[src/rtl/ofdm_pkg.sv]
// Shared OFDM definitions: FFT size, sample width default, serializer FSM states and a helper
// that extracts one sample from a packed 8-sample word.
package ofdm_pkg;

  localparam int unsigned N_FFT            = 8;
  localparam int unsigned DEFAULT_SAMPLE_W = 16;
  localparam int unsigned MAX_SAMPLE_W     = 32;

  typedef enum logic [1:0] {
    StIdle,
    StCp,
    StData
  } state_e;

  // Word is zero-extended to the widest supported width; result bits above w are zero.
  function automatic logic [MAX_SAMPLE_W-1:0] get_sample(
    input logic [N_FFT*MAX_SAMPLE_W-1:0] word,
    input int unsigned                   w,
    input logic [2:0]                    k
  );
    logic [N_FFT*MAX_SAMPLE_W-1:0] sh;
    logic [MAX_SAMPLE_W-1:0]       mask;
    sh   = word >> (32'(k) * w);
    mask = '1;
    mask = mask >> (MAX_SAMPLE_W - w);
    return sh[MAX_SAMPLE_W-1:0] & mask;
  endfunction

endpackage

[src/rtl/ofdm_sym_buf2.sv]
// Two-entry symbol buffer: ACT feeds the serializer, NXT queues one symbol behind it.
module ofdm_sym_buf2 #(
  parameter int unsigned W = 128
) (
  input  logic         clk,
  input  logic         rst_n,
  input  logic         act_load,
  input  logic         nxt_load,
  input  logic         promote,
  input  logic         act_clear,
  input  logic [W-1:0] in_phase,
  input  logic [W-1:0] in_quad,
  output logic [W-1:0] act_phase,
  output logic [W-1:0] act_quad,
  output logic [W-1:0] nxt_phase,
  output logic [W-1:0] nxt_quad,
  output logic         act_full,
  output logic         nxt_full
);

  logic [W-1:0] act_i_q, act_i_d, act_r_q, act_r_d;
  logic [W-1:0] nxt_i_q, nxt_i_d, nxt_r_q, nxt_r_d;
  logic         act_full_q, act_full_d, nxt_full_q, nxt_full_d;

  always_comb begin
    act_i_d    = act_i_q;
    act_r_d    = act_r_q;
    nxt_i_d    = nxt_i_q;
    nxt_r_d    = nxt_r_q;
    act_full_d = act_full_q;
    nxt_full_d = nxt_full_q;
    if (act_load) begin
      act_i_d    = in_phase;
      act_r_d    = in_quad;
      act_full_d = 1'b1;
    end else if (promote) begin
      act_i_d    = nxt_i_q;
      act_r_d    = nxt_r_q;
      act_full_d = 1'b1;
    end else if (act_clear) begin
      act_full_d = 1'b0;
    end
    if (nxt_load) begin
      nxt_i_d    = in_phase;
      nxt_r_d    = in_quad;
      nxt_full_d = 1'b1;
    end else if (promote) begin
      nxt_full_d = 1'b0;
    end
  end

  always_ff @(posedge clk or negedge rst_n) begin
    if (!rst_n) begin
      act_i_q    <= '0;
      act_r_q    <= '0;
      nxt_i_q    <= '0;
      nxt_r_q    <= '0;
      act_full_q <= 1'b0;
      nxt_full_q <= 1'b0;
    end else begin
      act_i_q    <= act_i_d;
      act_r_q    <= act_r_d;
      nxt_i_q    <= nxt_i_d;
      nxt_r_q    <= nxt_r_d;
      act_full_q <= act_full_d;
      nxt_full_q <= nxt_full_d;
    end
  end

  assign act_phase = act_i_q;
  assign act_quad  = act_r_q;
  assign nxt_phase = nxt_i_q;
  assign nxt_quad  = nxt_r_q;
  assign act_full  = act_full_q;
  assign nxt_full  = nxt_full_q;

endmodule

[src/rtl/ofdm_cp_serializer.sv]
// Cyclic-prefix insertion and parallel-to-serial conversion of 8-sample OFDM symbols.
// Optional start/end-of-symbol flags are enabled with OFDM_CP_FLAGS_EN.
module ofdm_cp_serializer
  import ofdm_pkg::*;
#(
  parameter int unsigned CP_LEN   = 2,
  parameter int unsigned SAMPLE_W = DEFAULT_SAMPLE_W
) (
  input  logic                  clk,
  input  logic                  rst_n,
  input  logic                  in_valid,
  output logic                  in_ready,
  input  logic [8*SAMPLE_W-1:0] in_phase,
  input  logic [8*SAMPLE_W-1:0] in_quad,
  output logic                  out_valid,
  input  logic                  out_ready,
  output logic [SAMPLE_W-1:0]   out_i,
  output logic [SAMPLE_W-1:0]   out_q
`ifdef OFDM_CP_FLAGS_EN
  ,
  output logic                  out_sop,
  output logic                  out_eop
`endif
);

  localparam int unsigned WordW      = N_FFT * SAMPLE_W;
  localparam int unsigned ExtW       = N_FFT * MAX_SAMPLE_W;
  localparam logic [2:0]  StartIdx   = 3'(N_FFT - CP_LEN);
  localparam state_e      StartState = (CP_LEN == 0) ? StData : StCp;

  if (CP_LEN > 7 || SAMPLE_W == 0 || SAMPLE_W > MAX_SAMPLE_W) begin : g_bad_param
    $error("ofdm_cp_serializer: CP_LEN must be 0..7 and SAMPLE_W 1..32");
  end

  state_e              state_q, state_d;
  logic [2:0]          idx_q, idx_d;
  logic                valid_q, valid_d;
  logic [SAMPLE_W-1:0] out_i_q, out_i_d, out_q_q, out_q_d;
  logic                sop_q, sop_d, eop_q, eop_d;

  logic                act_load, nxt_load, promote, act_clear, new_sym, reload;
  logic                act_full, nxt_full, in_xfer, out_xfer;
  logic [WordW-1:0]    act_phase, act_quad, nxt_phase, nxt_quad, src_i, src_q;
  logic [MAX_SAMPLE_W-1:0] samp_i, samp_q;

  assign in_ready = !nxt_full;
  assign in_xfer  = in_valid && in_ready;
  assign out_xfer = valid_q && out_ready;

  ofdm_sym_buf2 #(
    .W (WordW)
  ) u_buf (
    .clk       (clk),
    .rst_n     (rst_n),
    .act_load  (act_load),
    .nxt_load  (nxt_load),
    .promote   (promote),
    .act_clear (act_clear),
    .in_phase  (in_phase),
    .in_quad   (in_quad),
    .act_phase (act_phase),
    .act_quad  (act_quad),
    .nxt_phase (nxt_phase),
    .nxt_quad  (nxt_quad),
    .act_full  (act_full),
    .nxt_full  (nxt_full)
  );

  always_comb begin
    state_d   = state_q;
    idx_d     = idx_q;
    valid_d   = valid_q;
    out_i_d   = out_i_q;
    out_q_d   = out_q_q;
    sop_d     = sop_q;
    eop_d     = eop_q;
    act_load  = 1'b0;
    promote   = 1'b0;
    act_clear = 1'b0;
    new_sym   = 1'b0;
    reload    = 1'b0;
    src_i     = act_phase;
    src_q     = act_quad;
    samp_i    = '0;
    samp_q    = '0;

    unique case (state_q)
      StIdle: begin
        if (in_xfer) begin
          act_load = 1'b1;
          new_sym  = 1'b1;
        end
      end
      StCp: begin
        if (out_xfer) begin
          reload = 1'b1;
          if (idx_q == 3'd7) begin
            state_d = StData;
            idx_d   = 3'd0;
          end else begin
            idx_d = idx_q + 3'd1;
          end
        end
      end
      StData: begin
        if (out_xfer) begin
          if (idx_q == 3'd7) begin
            // End of symbol: queued symbol first, then a coincident input, else idle.
            if (nxt_full) begin
              promote = 1'b1;
              new_sym = 1'b1;
            end else if (in_xfer) begin
              act_load = 1'b1;
              new_sym  = 1'b1;
            end else begin
              state_d   = StIdle;
              valid_d   = 1'b0;
              act_clear = 1'b1;
              sop_d     = 1'b0;
              eop_d     = 1'b0;
            end
          end else begin
            reload = 1'b1;
            idx_d  = idx_q + 3'd1;
          end
        end
      end
      default: state_d = StIdle;
    endcase

    if (new_sym) begin
      state_d = StartState;
      idx_d   = StartIdx;
      valid_d = 1'b1;
      reload  = 1'b1;
    end

    // ACT is rewritten on this edge, so read the sample from the word being loaded.
    if (act_load) begin
      src_i = in_phase;
      src_q = in_quad;
    end else if (promote) begin
      src_i = nxt_phase;
      src_q = nxt_quad;
    end

    samp_i = get_sample(ExtW'(src_i), SAMPLE_W, idx_d);
    samp_q = get_sample(ExtW'(src_q), SAMPLE_W, idx_d);

    if (reload) begin
      out_i_d = samp_i[SAMPLE_W-1:0];
      out_q_d = samp_q[SAMPLE_W-1:0];
      sop_d   = new_sym;
      eop_d   = (state_d == StData) && (idx_d == 3'd7);
    end
  end

  assign nxt_load = in_xfer && act_full && !act_load;

  if (SAMPLE_W < MAX_SAMPLE_W) begin : g_pad
    logic unused_pad;
    assign unused_pad = ^{samp_i[MAX_SAMPLE_W-1:SAMPLE_W], samp_q[MAX_SAMPLE_W-1:SAMPLE_W]};
  end

  always_ff @(posedge clk or negedge rst_n) begin
    if (!rst_n) begin
      state_q <= StIdle;
      idx_q   <= 3'd0;
      valid_q <= 1'b0;
      out_i_q <= '0;
      out_q_q <= '0;
      sop_q   <= 1'b0;
      eop_q   <= 1'b0;
    end else begin
      state_q <= state_d;
      idx_q   <= idx_d;
      valid_q <= valid_d;
      out_i_q <= out_i_d;
      out_q_q <= out_q_d;
      sop_q   <= sop_d;
      eop_q   <= eop_d;
    end
  end

  assign out_valid = valid_q;
  assign out_i     = out_i_q;
  assign out_q     = out_q_q;

`ifdef OFDM_CP_FLAGS_EN
  assign out_sop = sop_q;
  assign out_eop = eop_q;
`else
  logic unused_flags;
  assign unused_flags = sop_q ^ eop_q;
`endif

endmodule

[config.mk]
export PLATFORM = sky130hd
export DESIGN_NAME = ofdm_cp_serializer
export DESIGN_NICKNAME = d
export VERILOG_FILES = /design/src/rtl/ofdm_pkg.sv /design/src/rtl/ofdm_sym_buf2.sv /design/src/rtl/ofdm_cp_serializer.sv
export SDC_FILE = /design/constraint.sdc
export NUM_CORES = 1
export LEC_CHECK = 0
export BUFFER_PORTS_ARGS = -buffer_cell sky130_fd_sc_hd__buf_2
export CORE_MARGIN = 2
export CORE_UTILIZATION = 30
export CTS_CLUSTER_DIAMETER = 120
export DETAILED_ROUTE_END_ITERATION = 16
export PLACE_DENSITY_LB_ADDON = 0.3
export SKIP_LAST_GASP = 1
export SLEW_MARGIN = 20
export SYNTH_ARGS = -nofsm -noshare
export SYNTH_HDL_FRONTEND = slang
export SYNTH_SLANG_ARGS = --single-unit
[constraint.sdc]
create_clock -name clk -period 3.7 [get_ports clk]
set_input_delay 0.185 -clock clk [delete_from_list [all_inputs] [get_ports clk]]
set_output_delay 0.185 -clock clk [all_outputs]
set_load 0.01 [all_outputs]
Word level (Yosys, flattened, before mapping)
Cells that the tools add are included.
{"block": "op_classes", "add_sub_neg": 1, "eq_ne": 12, "n_shift": 2, "muxes": 52, "reduce_logical": 14}
{"operator": "$mux W128", "n": 4}
{"operator": "$shr A128 B7 Y16", "n": 2}
{"operator": "$mux W1", "n": 31}
{"operator": "$ne A3 B3 Y1 const B", "n": 6}
{"operator": "$mux W3", "n": 5}
{"operator": "$mux W2", "n": 7}
{"operator": "$reduce_bool A2 Y1", "n": 4}
{"operator": "$reduce_and A7 Y1", "n": 1}
{"operator": "$ne A2 B2 Y1 const B", "n": 3}
{"operator": "$pmux W1 S2", "n": 3}
{"operator": "$pmux W2 S3", "n": 1}
{"operator": "$pmux W3 S2", "n": 1}
{"operator": "$reduce_and A5 Y1", "n": 1}
{"operator": "$logic_and A1 B1 Y1", "n": 4}
{"operator": "$add A3 B1 Y3 const B", "n": 1}
{"operator": "$eq A3 B3 Y1 const B", "n": 1}
{"operator": "$reduce_bool A3 Y1", "n": 1}
{"operator": "$eq A2 B1 Y1 const B", "n": 1}
{"operator": "$eq A2 B2 Y1 const B", "n": 1}
{"operator": "$logic_not A1 Y1", "n": 2}
{"operator": "$logic_not A2 Y1", "n": 1}
{"block": "word_totals", "reg_bits": 552, "wordCells": 92}

Longest topological paths before layout
{"block": "depth", "ltp_word": 10, "ltp_mapped": 13, "depth_no_buf": 10}

Cells and area by module
From an unflattened synthesis, not the netlist that was laid out.
{"block": "unflattened", "cells_unflattened": 2304, "area_unflattened_um2": 26775.7}
{"mod": "ofdm_sym_buf2", "n_inst": 1, "cells_each": 1658, "area_per_inst_um2": 21724.6, "seq_area_each_um2": 12862.3}
{"mod": "ofdm_cp_serializer", "n_inst": 1, "cells_each": 646, "area_per_inst_um2": 5051.1, "seq_area_each_um2": 950.9}

Worst setup path after synthesis
Ideal clock, no wire load.
{"block": "synth_timing", "path_type": "flip-flop to flip-flop", "start": "register idx_q[0]", "end": "register out_q_q[15] (netlist: out_q[15])", "setup_ps": 103, "arrival_ps": 2666, "required_ps": 3597, "slack_ps": 930, "stages_incl_launch_ff": 12, "path_buffers": 1, "period_less_slack_ps": 2770, "path_cell_list": "dfrtp_1 > ha_1 > ha_1 > inv_1 > ha_1 > nand2b_1 > a21oi_1 > o2bb2ai_2 > buf_4 > or4_1 > a32o_1 > o41ai_2"}
{"block": "synth_via", "elab_chain_len": 7, "word_cells_on_any_way": 24, "cone_classes": "add/sub: 1; eq/ne: 1; shift: 1; mux: 21"}
{"element": "start: declaration", "line_no": "ofdm_cp_serializer.sv:36", "text": "logic [2:0] idx_q, idx_d;"}
{"element": "start signal: assignment", "line_no": "ofdm_cp_serializer.sv:176", "text": "idx_q <= idx_d;"}
{"element": "branches (longest 7 deep; another with $add A3 B1 Y3)"}
{"element": "end signal: assignment", "line_no": "ofdm_cp_serializer.sv:179", "text": "out_q_q <= out_q_d;"}
{"element": "end: declaration", "line_no": "ofdm_cp_serializer.sv:38", "text": "logic [SAMPLE_W-1:0] out_i_q, out_i_d, out_q_q, out_q_d;"}
Parallel ways; which one is timed is not known.
A chain may end at the register's enable or synchronous reset.

Final worst setup path
{"block": "layout_timing", "start": "register state_q[0]", "end": "register out_q_q[8] (netlist: out_q[8])"}
{"block": "layout_via", "elab_chain_len": 5, "word_cells_on_any_way": 13, "cone_classes": "eq/ne: 2; shift: 1; mux: 9; reduce/logical: 1"}
{"element": "start: declaration", "line_no": "ofdm_cp_serializer.sv:35", "text": "state_e state_q, state_d;"}
{"element": "start signal: assignment", "line_no": "ofdm_cp_serializer.sv:167", "text": "state_q <= StIdle;"}
{"element": "start signal: assignment", "line_no": "ofdm_cp_serializer.sv:175", "text": "state_q <= state_d;"}
{"element": "$eq A2 B2 Y1", "line_no": "ofdm_cp_serializer.sv:87", "text": "unique case (state_q)"}
{"element": "$mux W1", "line_no": "ofdm_cp_serializer.sv:87"}
{"element": "$mux W128"}
{"element": "$mux W128 *", "line_no": "ofdm_cp_serializer.sv:139", "text": "if (act_load) begin"}
{"element": "net src_q[88]", "line_no": "ofdm_cp_serializer.sv:43", "text": "logic [WordW-1:0] act_phase, act_quad, nxt_phase, nxt_quad, src_i, src_q;"}
{"element": "$shr A128 B7 Y16 *", "line_no": "ofdm_pkg.sv:23", "text": "sh = word >> (32'(k) * w);"}
The timed path passes the listed nets; every way through them passes the cells marked *.

==> flow_summary.json <==
{
  "ctsRootBufferMaster": "clkbuf_16",
  "ys_seq_elements": 552,
  "nFillCells": 8658,
  "fin_skew_ps": 25.7,
  "clock_sinks": 552,
  "tritoncts": "yes",
  "dp_hpwl_um": 66200,
  "coreArea_um2": 88600,
  "numCtsBuffers": 66,
  "crit_chain": "inv_1 > ha_1 > a41o_4 > buf_12 > mux2i_1 > nor3_1 > mux2i_1 > a32o_1 > o41ai_2",
  "crit_fanout": 70,
  "dieHeight_um": 303,
  "grt_overflow": 0,
  "ys_seq_area_frac": 0.513,
  "final-setup-viol-count": 0,
  "clk_pin_slew_ps": 60,
  "fp-row-count": 109,
  "slew_violations": 0,
  "drive_gt1_frac": 0.307,
  "max_stage_delay_ps": 670,
  "drtIter0Drc": 1684,
  "syn-cell-area_um2": 26900,
  "fin_tns_setup_ps": 0,
  "io_buffers": 293,
  "cts_max_path_buffers": 3,
  "wl_um": 96700,
  "p_per_area_nw_per_um2": 785,
  "cpMostUsedCell": "mux2i_1",
  "cp.required_ps": 4230,
  "antenna_found_initial": 15,
  "place_area_um2": 30100,
  "crit_path_end_kind": "flop",
  "min_path_type": "in -> reg",
  "start_util": 0.303,
  "r2r_end": "out_q[8]$_DFFE_PN0P_",
  "stdcell_area_um2": 34900,
  "crit_type": "reg -> reg",
  "hold_violations": 0,
  "status": "finished clean",
  "maxCapViolations": 0,
  "hp-start": "out_ready",
  "hold_depth": 5,
  "worst-path-stages": 9,
  "maxSlewHeadroom": 0.341,
  "fp.dieArea_um2": 92100,
  "clk_latency_ps": 630,
  "yosys_warnings": 0,
  "rsz0062_at_grt": "no",
  "synthDistinctLibCells": 48,
  "grt_pass1_vias": 21500,
  "worst_ep_arrival_time_ps": 4060,
  "grt.total_usage": 0.206,
  "rrSetupSlack_ps": 180,
  "io_pins": 294,
  "syn_avg_cell_area_um2": 11.1,
  "tightest_slew_ps": 989,
  "fin_crit_sh": 0.953,
  "r2r_start": "state_q[0]$_DFFE_PN0P_",
  "synth_cells": 2418,
  "grt_max_degree": 99,
  "die_w_um": 303,
  "cts_max_level": 3,
  "synth_nets": 2686,
  "crit_buf_inv": 2,
  "ant_nets": 0,
  "syn2layout_area_growth_pct": 29.8,
  "post_drt_wl_per_cell_um": 23.3,
  "grt_pass1_wl_um": 143000,
  "hold_end": "idx_q[2]$_DFF_PN0_",
  "start_kind": "flop",
  "vias": 21800,
  "vias_per_cell": 5.25,
  "route.detailed.drc": 0,
  "critical-path-top-delay-family": "compound AO/OA/AOI/OAI gates",
  "period_minus_slack_ps": 3520,
  "peakVddDrop_mv": 0.431,
  "routabilityCongestion": 0.881,
  "power_mw": 27.4,
  "timing.fmax_mhz": 284,
  "worst_path_max_delay_cell": "nor3_1",
  "cts_setup_buffers": 0,
  "num-nets-final": 3196,
  "first_pass_iters": 5,
  "p_leak_nw": 15.4,
  "reg2reg_depth": 9
}
==> tightest hold or removal path: cells and delay by family <==
kind            cells  cell delay [ps]
compound gates      2              290
buf+inv             2              240
simple gates        1              100
==> worst max path at each step <==
stage	startpoint	to	slack (ps)
final	state_q[0]$_DFFE_PN0P_	out_q[8]$_DFFE_PN0P_	180
after global routing	state_q[0]$_DFFE_PN0P_	out_q[13]$_DFFE_PN0P_	40
after CTS	state_q[0]$_DFFE_PN0P_	out_q[10]$_DFFE_PN0P_	290
after detailed placement	state_q[0]$_DFFE_PN0P_	out_q[12]$_DFFE_PN0P_	300
after global placement	state_q[0]$_DFFE_PN0P_	out_q[12]$_DFFE_PN0P_	330
after floorplan	idx_q[0]$_DFF_PN0_	out_q[15]$_DFFE_PN0P_	930
==> what timing repair did <==
item	4_1_cts	5_1_grt
endpoints found under the hold margin	491	0
hold buffers	257	0
endpoints found under the setup margin	0	2
gates resized for setup	0	2
==> metal layers <==
layer | up-vias | global-route usage | wire [µm]
met5 | - | 0 | 68
met2 | 630 | 0.321 | 44500
met4 | 10 | 0.0446 | 2010
met1 | 11000 | 0.284 | 42800
met3 | 109 | 0.0590 | 7360
li1 | 10100 | - | -
==> area by class of cell <==
cell class                      instances  area, µm²  share of cell area
Antenna cell                            3       7.51            0.000215
Clock buffer                           96       1870              0.0537
Clock inverter                         23        354              0.0101
Inverter                               74        279             0.00799
Multi-Input combinational cell       1569      11900               0.341
Sequential cell                       552      13800               0.396
Tap cell                             1165       1460              0.0417
Timing Repair Buffer                  665       5240               0.150
==> flip-flops by register name (all words and copies together) (netlist names) <==
signal	cells
out_valid	1
u_buf.nxt_full	1
state_q	2
u_buf.nxt_phase	128
u_buf.nxt_quad	128
out_q	16
out_i	16
u_buf.act_full	1
idx_q	3
u_buf.act_phase	128
u_buf.act_quad	128
==> kinds of logic (layout without fill, tap and decap cells) <==
family | Yosys count | in the layout | share of synthesized area
simple gates | 705 | 705 | 0.147
buf+inv | 297 | 858 | 0.0491
fa+ha+maj | 8 | 8 | 0.00372
other cells | 0 | 3 | 0
mux | 384 | 384 | 0.155
flops | 552 | 552 | 0.513
compound gates | 472 | 472 | 0.132
==> through the flow <==
stage	worst slack [ps]	instances	utilization	hold WS, ps
after floorplan	930	2418	-	-111
after global placement	334	3768	0.340	319
after detailed placement	305	3768	0.340	318
after CTS	288	4144	0.394	153
after global routing	41.5	4145	0.394	208
final	175	4147	0.394	214
==> power breakdown <==
| part | internal [mW] | switching (mW) | total (mW) |
|---|---|---|---|
| sequential | 8.92 | 1.42 | 10.3 |
| clock | 3.99 | 2.74 | 6.73 |
| combinational | 4.52 | 5.82 | 10.3 |
| total | 17.4 | 9.98 | 27.4 |
==> cell usage in the layout, fill, tap and decap left out, types with 6 or more instances in the layout <==
| cell type | synthesis | final |
|---|---|---|
| buf_2 | 96 | 292 |
| buf_12 | 0 | 26 |
| inv_1 | 73 | 73 |
| o41ai_2 | 32 | 32 |
| clkbuf_8 | 0 | 11 |
| clkbuf_16 | 0 | 66 |
| o22ai_1 | 160 | 160 |
| clkbuf_1 | 91 | 19 |
| a32o_1 | 32 | 32 |
| clkinv_2 | 0 | 10 |
| mux2i_1 | 128 | 128 |
| nor3_1 | 256 | 254 |
| dlygate4sd3_1 | 0 | 257 |
| a21oi_1 | 71 | 71 |
| mux2_2 | 256 | 256 |
| nor4b_1 | 65 | 65 |
| dfrtp_1 | 552 | 551 |
| nand2_1 | 70 | 69 |
| or4_1 | 32 | 32 |
| bufinv_16 | 0 | 6 |
| or3b_2 | 96 | 96 |
| buf_4 | 15 | 89 |
| ha_1 | 8 | 8 |
| a211oi_1 | 160 | 160 |
| nor2_1 | 165 | 164 |
==> cells in the mapped netlist (all sizes together) <==
cell type	number	share of area
dfrtp	552	0.51
mux2	256	0.11
nor3	256	0.048
nor2	167	0.023
a211oi	160	0.045
o22ai	160	0.037
buf	132	0.026
mux2i	128	0.048
or3b	96	0.031
clkbuf	91	0.013
inv	74	0.010
a21oi	72	0.014
nand2	72	0.010
nor4b	65	0.021
a32o	32	0.012
o41ai	32	0.019
or4	32	0.0089
ha	8	0.0037
o21ai	5	0.0011
nand2b	4	0.00093
nand3	4	0.00074
a21o	2	0.00056
a31oi	2	0.00046
nand4	2	0.0010
o2bb2ai	2	0.00088
a221oi	1	0.00056
a41o	1	0.00037
and2	1	0.00023
and2b	1	0.00028
and3	1	0.00023
and4	1	0.00033
nor2b	1	0.00023
nor4	1	0.00023
o21a	1	0.00028
o31ai	1	0.00046
o32a	1	0.00037
or4b	1	0.00037
No activity file was read; power rests on OpenSTA's default activity.
